<file path="src/rtl/player_pkg.sv">
// player_pkg: shared screen/sprite constants and movement state encoding
package player_pkg;

    typedef enum logic [1:0] {
        IDLE   = 2'd0,
        MOVE_L = 2'd1,
        MOVE_R = 2'd2,
        FROZEN = 2'd3
    } move_state_t;

    localparam int SCREEN_W = 640;
    localparam int SCREEN_H = 480;
    localparam int PLAYER_W = 26;
    localparam int PLAYER_H = 26;

endpackage

</file>
<file path="src/rtl/player_rect.sv">
// player_rect: registered scan-pixel vs. rectangle test with offsets from the top-left corner
module player_rect #(
    parameter int OBJECT_WIDTH_X  = 26,
    parameter int OBJECT_HEIGHT_Y = 26
) (
    input  logic        clk,
    input  logic        reset,
    input  logic [10:0] pixelX,
    input  logic [10:0] pixelY,
    input  logic [10:0] topLeftX,
    input  logic [10:0] topLeftY,
    output logic        InsideRectangle,
    output logic [10:0] offsetX,
    output logic [10:0] offsetY
);

    logic [11:0] end_x, end_y;
    logic        hit;

    assign end_x = {1'b0, topLeftX} + 12'(OBJECT_WIDTH_X);
    assign end_y = {1'b0, topLeftY} + 12'(OBJECT_HEIGHT_Y);
    assign hit   = pixelX >= topLeftX && {1'b0, pixelX} < end_x &&
                   pixelY >= topLeftY && {1'b0, pixelY} < end_y;

    // one-cycle registered hit flag and offsets, zeroed outside the sprite
    always_ff @(posedge clk) begin
        if (reset) begin
            InsideRectangle <= 1'b0;
            offsetX         <= '0;
            offsetY         <= '0;
        end else begin
            InsideRectangle <= hit;
            offsetX         <= hit ? pixelX - topLeftX : '0;
            offsetY         <= hit ? pixelY - topLeftY : '0;
        end
    end

endmodule

</file>
<file path="src/rtl/player_move_rect.sv">
// player_move_rect: per-frame player movement FSM with wall clamping and registered rectangle test
module player_move_rect
    import player_pkg::*;
#(
    parameter int OBJECT_WIDTH_X  = PLAYER_W,
    parameter int OBJECT_HEIGHT_Y = PLAYER_H,
    parameter int LEFT_BOUND      = 0,
    parameter int RIGHT_BOUND     = SCREEN_W - 1,
    parameter int INITIAL_X       = 307,
    parameter int FLOOR_Y         = 430,
    parameter int SPEED           = 4
) (
    input  logic        clk,
    input  logic        reset,
    input  logic        startOfFrame,
    input  logic        leftPress,
    input  logic        rightPress,
    input  logic        freeze,
    input  logic [10:0] pixelX,
    input  logic [10:0] pixelY,
    output logic        InsideRectangle,
    output logic [10:0] offsetX,
    output logic [10:0] offsetY,
    output logic [10:0] topLeftX,
    output logic [10:0] topLeftY,
    output logic [1:0]  moveState
);

    localparam logic [11:0] MAX_X   = 12'(RIGHT_BOUND - OBJECT_WIDTH_X + 1);
    localparam logic [11:0] L_LIMIT = 12'(LEFT_BOUND + SPEED);

    move_state_t state, next_state;
    logic [10:0] pos_x, next_x;

    // decode buttons only at the frame pulse; freeze dominates, conflicting or no buttons idle
    always_comb begin
        next_state = state;
        next_x     = pos_x;
        if (startOfFrame) begin
            next_state = freeze ? FROZEN :
                         (leftPress == rightPress) ? IDLE :
                         leftPress ? MOVE_L : MOVE_R;
            next_x = (next_state == MOVE_L) ?
                         (({1'b0, pos_x} < L_LIMIT) ? 11'(LEFT_BOUND) : pos_x - 11'(SPEED)) :
                     (next_state == MOVE_R) ?
                         (({1'b0, pos_x} + 12'(SPEED) > MAX_X) ? MAX_X[10:0] : pos_x + 11'(SPEED)) :
                     pos_x;
        end
    end

    // state and position registers; reset overrides a coincident frame pulse
    always_ff @(posedge clk) begin
        if (reset) begin
            state <= IDLE;
            pos_x <= 11'(INITIAL_X);
        end else begin
            state <= next_state;
            pos_x <= next_x;
        end
    end

    assign topLeftX  = pos_x;
    assign topLeftY  = 11'(FLOOR_Y);
    assign moveState = state;

    player_rect #(
        .OBJECT_WIDTH_X (OBJECT_WIDTH_X),
        .OBJECT_HEIGHT_Y(OBJECT_HEIGHT_Y)
    ) u_rect (
        .clk            (clk),
        .reset          (reset),
        .pixelX         (pixelX),
        .pixelY         (pixelY),
        .topLeftX       (pos_x),
        .topLeftY       (topLeftY),
        .InsideRectangle(InsideRectangle),
        .offsetX        (offsetX),
        .offsetY        (offsetY)
    );

endmodule

</file>
<file path="config.mk">
export PLATFORM = sky130hd
export DESIGN_NAME = player_move_rect
export DESIGN_NICKNAME = d
export VERILOG_FILES = /design/src/rtl/player_pkg.sv /design/src/rtl/player_rect.sv /design/src/rtl/player_move_rect.sv
export SDC_FILE = /design/constraint.sdc
export NUM_CORES = 1
export LEC_CHECK = 0
export CORE_ASPECT_RATIO = 1.25
export CORE_MARGIN = 2
export CORE_UTILIZATION = 50
export DETAILED_ROUTE_END_ITERATION = 7
export PLACE_DENSITY = 0.82
export SLEW_MARGIN = 20
export SYNTH_ARGS = -nofsm -noshare
export SYNTH_HDL_FRONTEND = slang
export SYNTH_SLANG_ARGS = --single-unit
export TNS_END_PERCENT = 30
</file>
<file path="constraint.sdc">
create_clock -name clk -period 3.24 [get_ports clk]
set_input_delay 0.324 -clock clk [delete_from_list [all_inputs] [get_ports clk]]
set_output_delay 0.324 -clock clk [all_outputs]
set_load 0.005 [all_outputs]
</file>
Word-level counts from Yosys, hierarchy flattened

Cells that the tools add are included.

Bits in registers: 36
Bits in latches: 0
Input port bits: 28
Memories: 0
ROM bits: 0
Output and inout bits: 47
Memory bits (writable): 0
Word-level logic and storage cells: 34

Shift-type cells: 0
Div/mod/pow operators: 0
$lt $le $gt $ge: 6
Bitwise operators: 1
Equal/unequal tests: 3
Reductions and logical operators: 6
Add/sub/neg operators: 6
Muxes and demuxes: 7
Multipliers: 0

Operators by type and width:

| cell                    | number |
|---|---|
| $mux W11                | 4 |
| $add A11 B3 Y12 const B | 1 |
| $add A11 B5 Y12 const B | 1 |
| $gt A12 B10 Y1 const B  | 1 |
| $lt A11 B12 Y1          | 1 |
| $add A11 B3 Y11 const B | 1 |
| $ge A11 B11 Y1          | 1 |
| $ge A11 B9 Y1 const B   | 1 |
| $lt A11 B3 Y1 const B   | 1 |
| $lt A11 B9 Y1 const B   | 1 |
| $sub A11 B11 Y11        | 1 |
| $sub A11 B3 Y11 const B | 1 |
| $sub A11 B9 Y11 const B | 1 |
| $mux W2                 | 3 |
| $logic_and A1 B1 Y1     | 3 |
| $eq A2 B1 Y1 const B    | 1 |
| $eq A2 B2 Y1 const B    | 1 |
| $reduce_and A2 Y1       | 1 |
| $reduce_bool A2 Y1      | 1 |
| $reduce_or A2 Y1        | 1 |
| $eq A1 B1 Y1            | 1 |
| $not A1 Y1              | 1 |

Depth between registers and ports, before layout

Depth in word-level cells: 7
Mapped depth: 15
Mapped depth without buffers: 13

Cells and area by module

Synthesis repeated with hierarchy kept, for this count alone.

Cells, all modules: 450
Area total of the unflattened synthesis: 3529.6 um^2

Modules (own cells, without submodules):

| module           | area each (um^2) | seq. area each (um^2) | times used | cells an instance |
|---|---|---|---|---|
| player_rect      | 2342.2           | 460.4                 | 1          | 287 |
| player_move_rect | 1187.4           | 260.2                 | 1          | 163 |

Worst setup path after synthesis

OpenSTA, ideal clock, no wires.

Path type: flip-flop to flip-flop
Start: register pos_x[3], in the netlist topLeftX[3]
End: register u_rect.offsetX[3]
Clock period less this slack: 2.797 ns
Data required time: 3.153 ns
Cell stages (with the launch flop): 14
Library setup time: 0.087 ns
Path buffers: 2
Path slack: 0.443 ns
Arrival time: 2.709 ns
Cells stage by stage: dfxtp_1 > buf_2 > inv_1 > ha_1 > a21oi_1 > a21o_1 > nor2_1 > nand3_1 > xnor2_1 > ha_1 > a2111o_1 > o31a_1 > buf_4 > nor4b_2

Word-level cells in the longest chain between the ends: 7
Elaborated cells on any way between the ends: 9
Those cells by class: add/sub: 2; order compare: 2; bitwise: 1; reduce/logical: 4

Ends and longest elaborated chain:

| what                              | line                   | RTL |
|---|---|---|
| start: declaration                | player_move_rect.sv:33 | `logic [10:0] pos_x, next_x;` |
| start signal: assignment          | player_move_rect.sv:55 | `pos_x <= 11'(INITIAL_X);` |
| start signal: assignment          | player_move_rect.sv:58 | `pos_x <= next_x;` |
| $add A11 B5 Y12                   | player_rect.sv:20      | `assign end_x = {1'b0, topLeftX} + 12'(OBJECT_WIDTH_X);` |
| $lt A11 B12 Y1                    | player_rect.sv:22      | `assign hit = pixelX >= topLeftX && {1'b0, pixelX} < end_x &&` |
| $logic_and A1 B1 Y1 (2 in series) | player_rect.sv:22      |  |
| $logic_and A1 B1 Y1               | player_rect.sv:23      | `pixelY >= topLeftY && {1'b0, pixelY} < end_y;` |
| $not A1 Y1 (no line)              | n/a                    |  |
| $reduce_or A2 Y1 (no line)        | n/a                    |  |
| end signal: assignment            | player_rect.sv:33      | `offsetX <= hit ? pixelX - topLeftX : '0;` |
| end: declaration                  | player_rect.sv:13      | `output logic [10:0] offsetX,` |

Parallel ways exist; a longest one is shown, timed or not.
A chain may end at the register's enable or synchronous reset.

Worst setup path in the final report

Start: register pos_x[2], in the netlist topLeftX[2]
End: register u_rect.offsetX[3]

The elaborated chain is that of the path after synthesis.

==> impl_metrics.tcl <==
set metrics [dict create \
    run_status "finished clean" \
    num_vias 2726 \
    rsz0062_at_grt "no" \
    yosys.cell_types.count 67 \
    cts_buffer_depth 2 \
    grt_use_met3_pct 4.67 \
    grt_pass1_vias 2534 \
    drcViolationCount 0 \
    cp_slowest_cell "o31a_2" \
    cp_slowest_stage_delay_ns 0.51 \
    numClockSinks 36 \
    endpoint_kind "flop" \
    p_leak_uw 0.00141 \
    cts_tree "built" \
    maxSlewViolCount 0 \
    vias_per_cell 5.73 \
    grt_use_met1_pct 24.9 \
    yosys.area.top_type "dfxtp_1" \
    setup_viol 0 \
    cp_max_fo 20 \
    fin_nets 468 \
    dp.cells 468 \
    clk_root_buffer_cell "clkbuf_8" \
    fin_tns_setup_ns 0 \
    dieArea_um2 6360 \
    r2r_start "topLeftX[2]" \
    boundaryPins 75 \
    ant_nets 0 \
    synthCells 347 \
    die_y_um 88.7 \
    wl_per_cell_um 14.2 \
    min_delay_path_depth 2 \
    dr.first_iter.drc_count 136 \
    path_cells "ha_1 > nor3_1 > or3_4 > nor3_1 > xnor2_1 > ha_1 > a2111o_1 > o31a_2 > nor4b_2" \
    syn_area_um2 2870 \
    drive_gt1_share_pct 9.71 \
    ys_seq_elements 36 \
    dr.pass1.iters 4 \
    fmax_mhz 338 \
    avgSynthCellArea_um2 8.26 \
    grt_max_degree 21 \
    detailed_place_hpwl_mm 5.26 \
    period_needed_ns 2.96 \
    synth-async-reset-ratio_pct 0 \
    path_class "flop to flop" \
    core_um2 5480 \
    initial_core_util_pct 52.3 \
    antenna_found_initial 0 \
    wirelength_mm 6.76 \
    ys_seq_area_share_pct 25.1 \
    synth-edff-count 0 \
    p_per_area_nw_per_um2 339 \
    timing.final.ws_setup_ns 0.282 \
    grt-ovfl-total 0 \
    synth_most_common_cell "dfxtp_1" \
    area_growth_pct 26.1 \
    gp_congestion 0.905 \
    fp.dieW_um 71.7 \
    ys.flop_type "dfxtp_1" \
    n_antenna_cell 0 \
    max_cap_viol_count 0 \
    synth_area_leaders "dfxtp_1 (25%), ha_1 (12%), a21oi_1 (4.7%), xnor2_1 (4.6%), buf_4 (3.4%)" \
    row_count 30 \
    relSlewSlack_pct 62.7 \
    grt_pass1_wl_mm 11.3 \
    cts-htree-levels 2 \
    clock_latency_ns 0.30 \
    final.period_utilization_pct 91.3 \
    yosys-top-cells-count "dfxtp_1 (36), a21oi_1 (27), ha_1 (27), inv_1 (22), nor2_1 (21)" \
    grt_use_total_pct 22.0 \
    p_total_uw 1220 \
    fin_cells 476 \
    hold_class "flop to flop" \
    path_clk_slew_ns 0.08 \
    hp-start "moveState[1]" \
    cp.arrival_ns 3.16 \
    portBuffers 63 \
    cts_setup_buffers 0 \
    numCtsBuffers 5 \
    tightest_slew_ns 0.554 \
    worst_ep_required_time_ns 3.44 \
    ys_warn_count 0 \
    ff2ff_path_depth 9 \
    finalClockSkew_ns 0.0131 \
    crit_start "topLeftX[2]" \
    max-vdd-ir-drop_mv 0.222 \
    netlist.area_leader.share_pct 25.1 \
    place_ws_ns 0.179 \
    finalHoldViolCount 0 \
    busiest_layer "met2" \
    startpoint_type "flop" \
    grt_use_met2_pct 41.0 \
]
flip-flops by register name (all words and copies together) (netlist names):
| register | count |
|---|---|
| moveState | 2 |
| topLeftX | 11 |
| u_rect.InsideRectangle | 1 |
| u_rect.offsetX | 11 |
| u_rect.offsetY | 11 |
layout by cell type (no fill, tap or decap), drive strengths merged, types with 2 or more instances in the layout:
cell type / instances
a211o: 2
nor3: 21
clkdlybuf4s50: 63
nand2b: 2
dfxtp: 36
o311ai: 2
o21a: 5
o21ai: 20
a21o: 6
nor3b: 6
buf: 10
fa: 2
nor4b: 3
nor2: 21
nand2: 18
nand3: 7
nor2b: 4
a211oi: 3
ha: 27
a31oi: 2
a2bb2oi: 2
conb: 14
or3b: 2
clkbuf: 6
a311oi: 3
o22ai: 3
nand4: 6
inv: 24
xnor2: 15
or3: 5
xor2: 3
nor4: 12
and3: 5
a21boi: 5
a21oi: 27
critical path, delay by kind of cell (launching register included):
kind                     cells  cell delay [ns]
AO/OA/AOI/OAI                2             0.90
XOR/XNOR                     1             0.16
flip-flops                   1             0.37
adder cells (fa/ha/maj)      2             0.47
AND/OR/NAND/NOR              4             0.95
layer usage:
| layer | vias up | share of wire, % |
|---|---|---|
| met5 | - | 0 |
| met4 | 0 | 1.7 |
| met3 | 12 | 5.4 |
| met2 | 88 | 51 |
| met1 | 1265 | 41 |
| li1 | 1361 | - |
per-stage QoR:
| step | hold WS, ns | cell area, um2 | util, % |
|---|---|---|---|
| floorplan | 0.403 | 2910 | - |
| global placement | 0.478 | 3500 | 63.9 |
| detailed placement | 0.502 | 3500 | 63.9 |
| CTS | 0.515 | 3610 | 65.9 |
| global route | 0.528 | 3610 | 65.9 |
| finish | 0.514 | 3610 | 65.9 |
path summary, 6_finish.rpt:
path                        to  slack [ns]
max          u_rect.offsetX[3]        0.28
min               moveState[1]        0.51
max reg2reg  u_rect.offsetX[3]        0.28
min reg2reg       moveState[1]        0.51
repair_timing:
item	4_1_cts	5_1_grt
endpoints found under the setup margin	0	20
resized for setup	0	1
hold buffers	0	0
where the power goes:
| group | internal, uW | total [uW] | switching (uW) |
|---|---|---|---|
| Clock | 228 | 397 | 168 |
| Combinational | 168 | 363 | 196 |
| Sequential | 453 | 464 | 10.8 |
| Total | 849 | 1220 | 374 |
cell type report:
class	instances	area [um2]
fill	462	1870
clock inverter	2	35.0
timing repair buffer	73	706
clock buffer	6	72.6
inverter	24	90.1
multi-input combinational	271	1910
tap	64	80.1
sequential	36	721
logic make-up (layout without fill, tap and decap cells):
family,count (synthesis),in the layout,synth area share [%]
buffers and inverters,52,105,10.1
AOI/OAI and AO/OA,91,91,21.0
xor gates and xnor gates,18,18,5.50
and+or+nand+nor,117,117,24.1
DFF,36,36,25.1
other,2,14,0.262
muxes,2,2,0.742
adders and majority gates,29,29,13.2
Note: power is estimated with default switching activity, not from simulation.
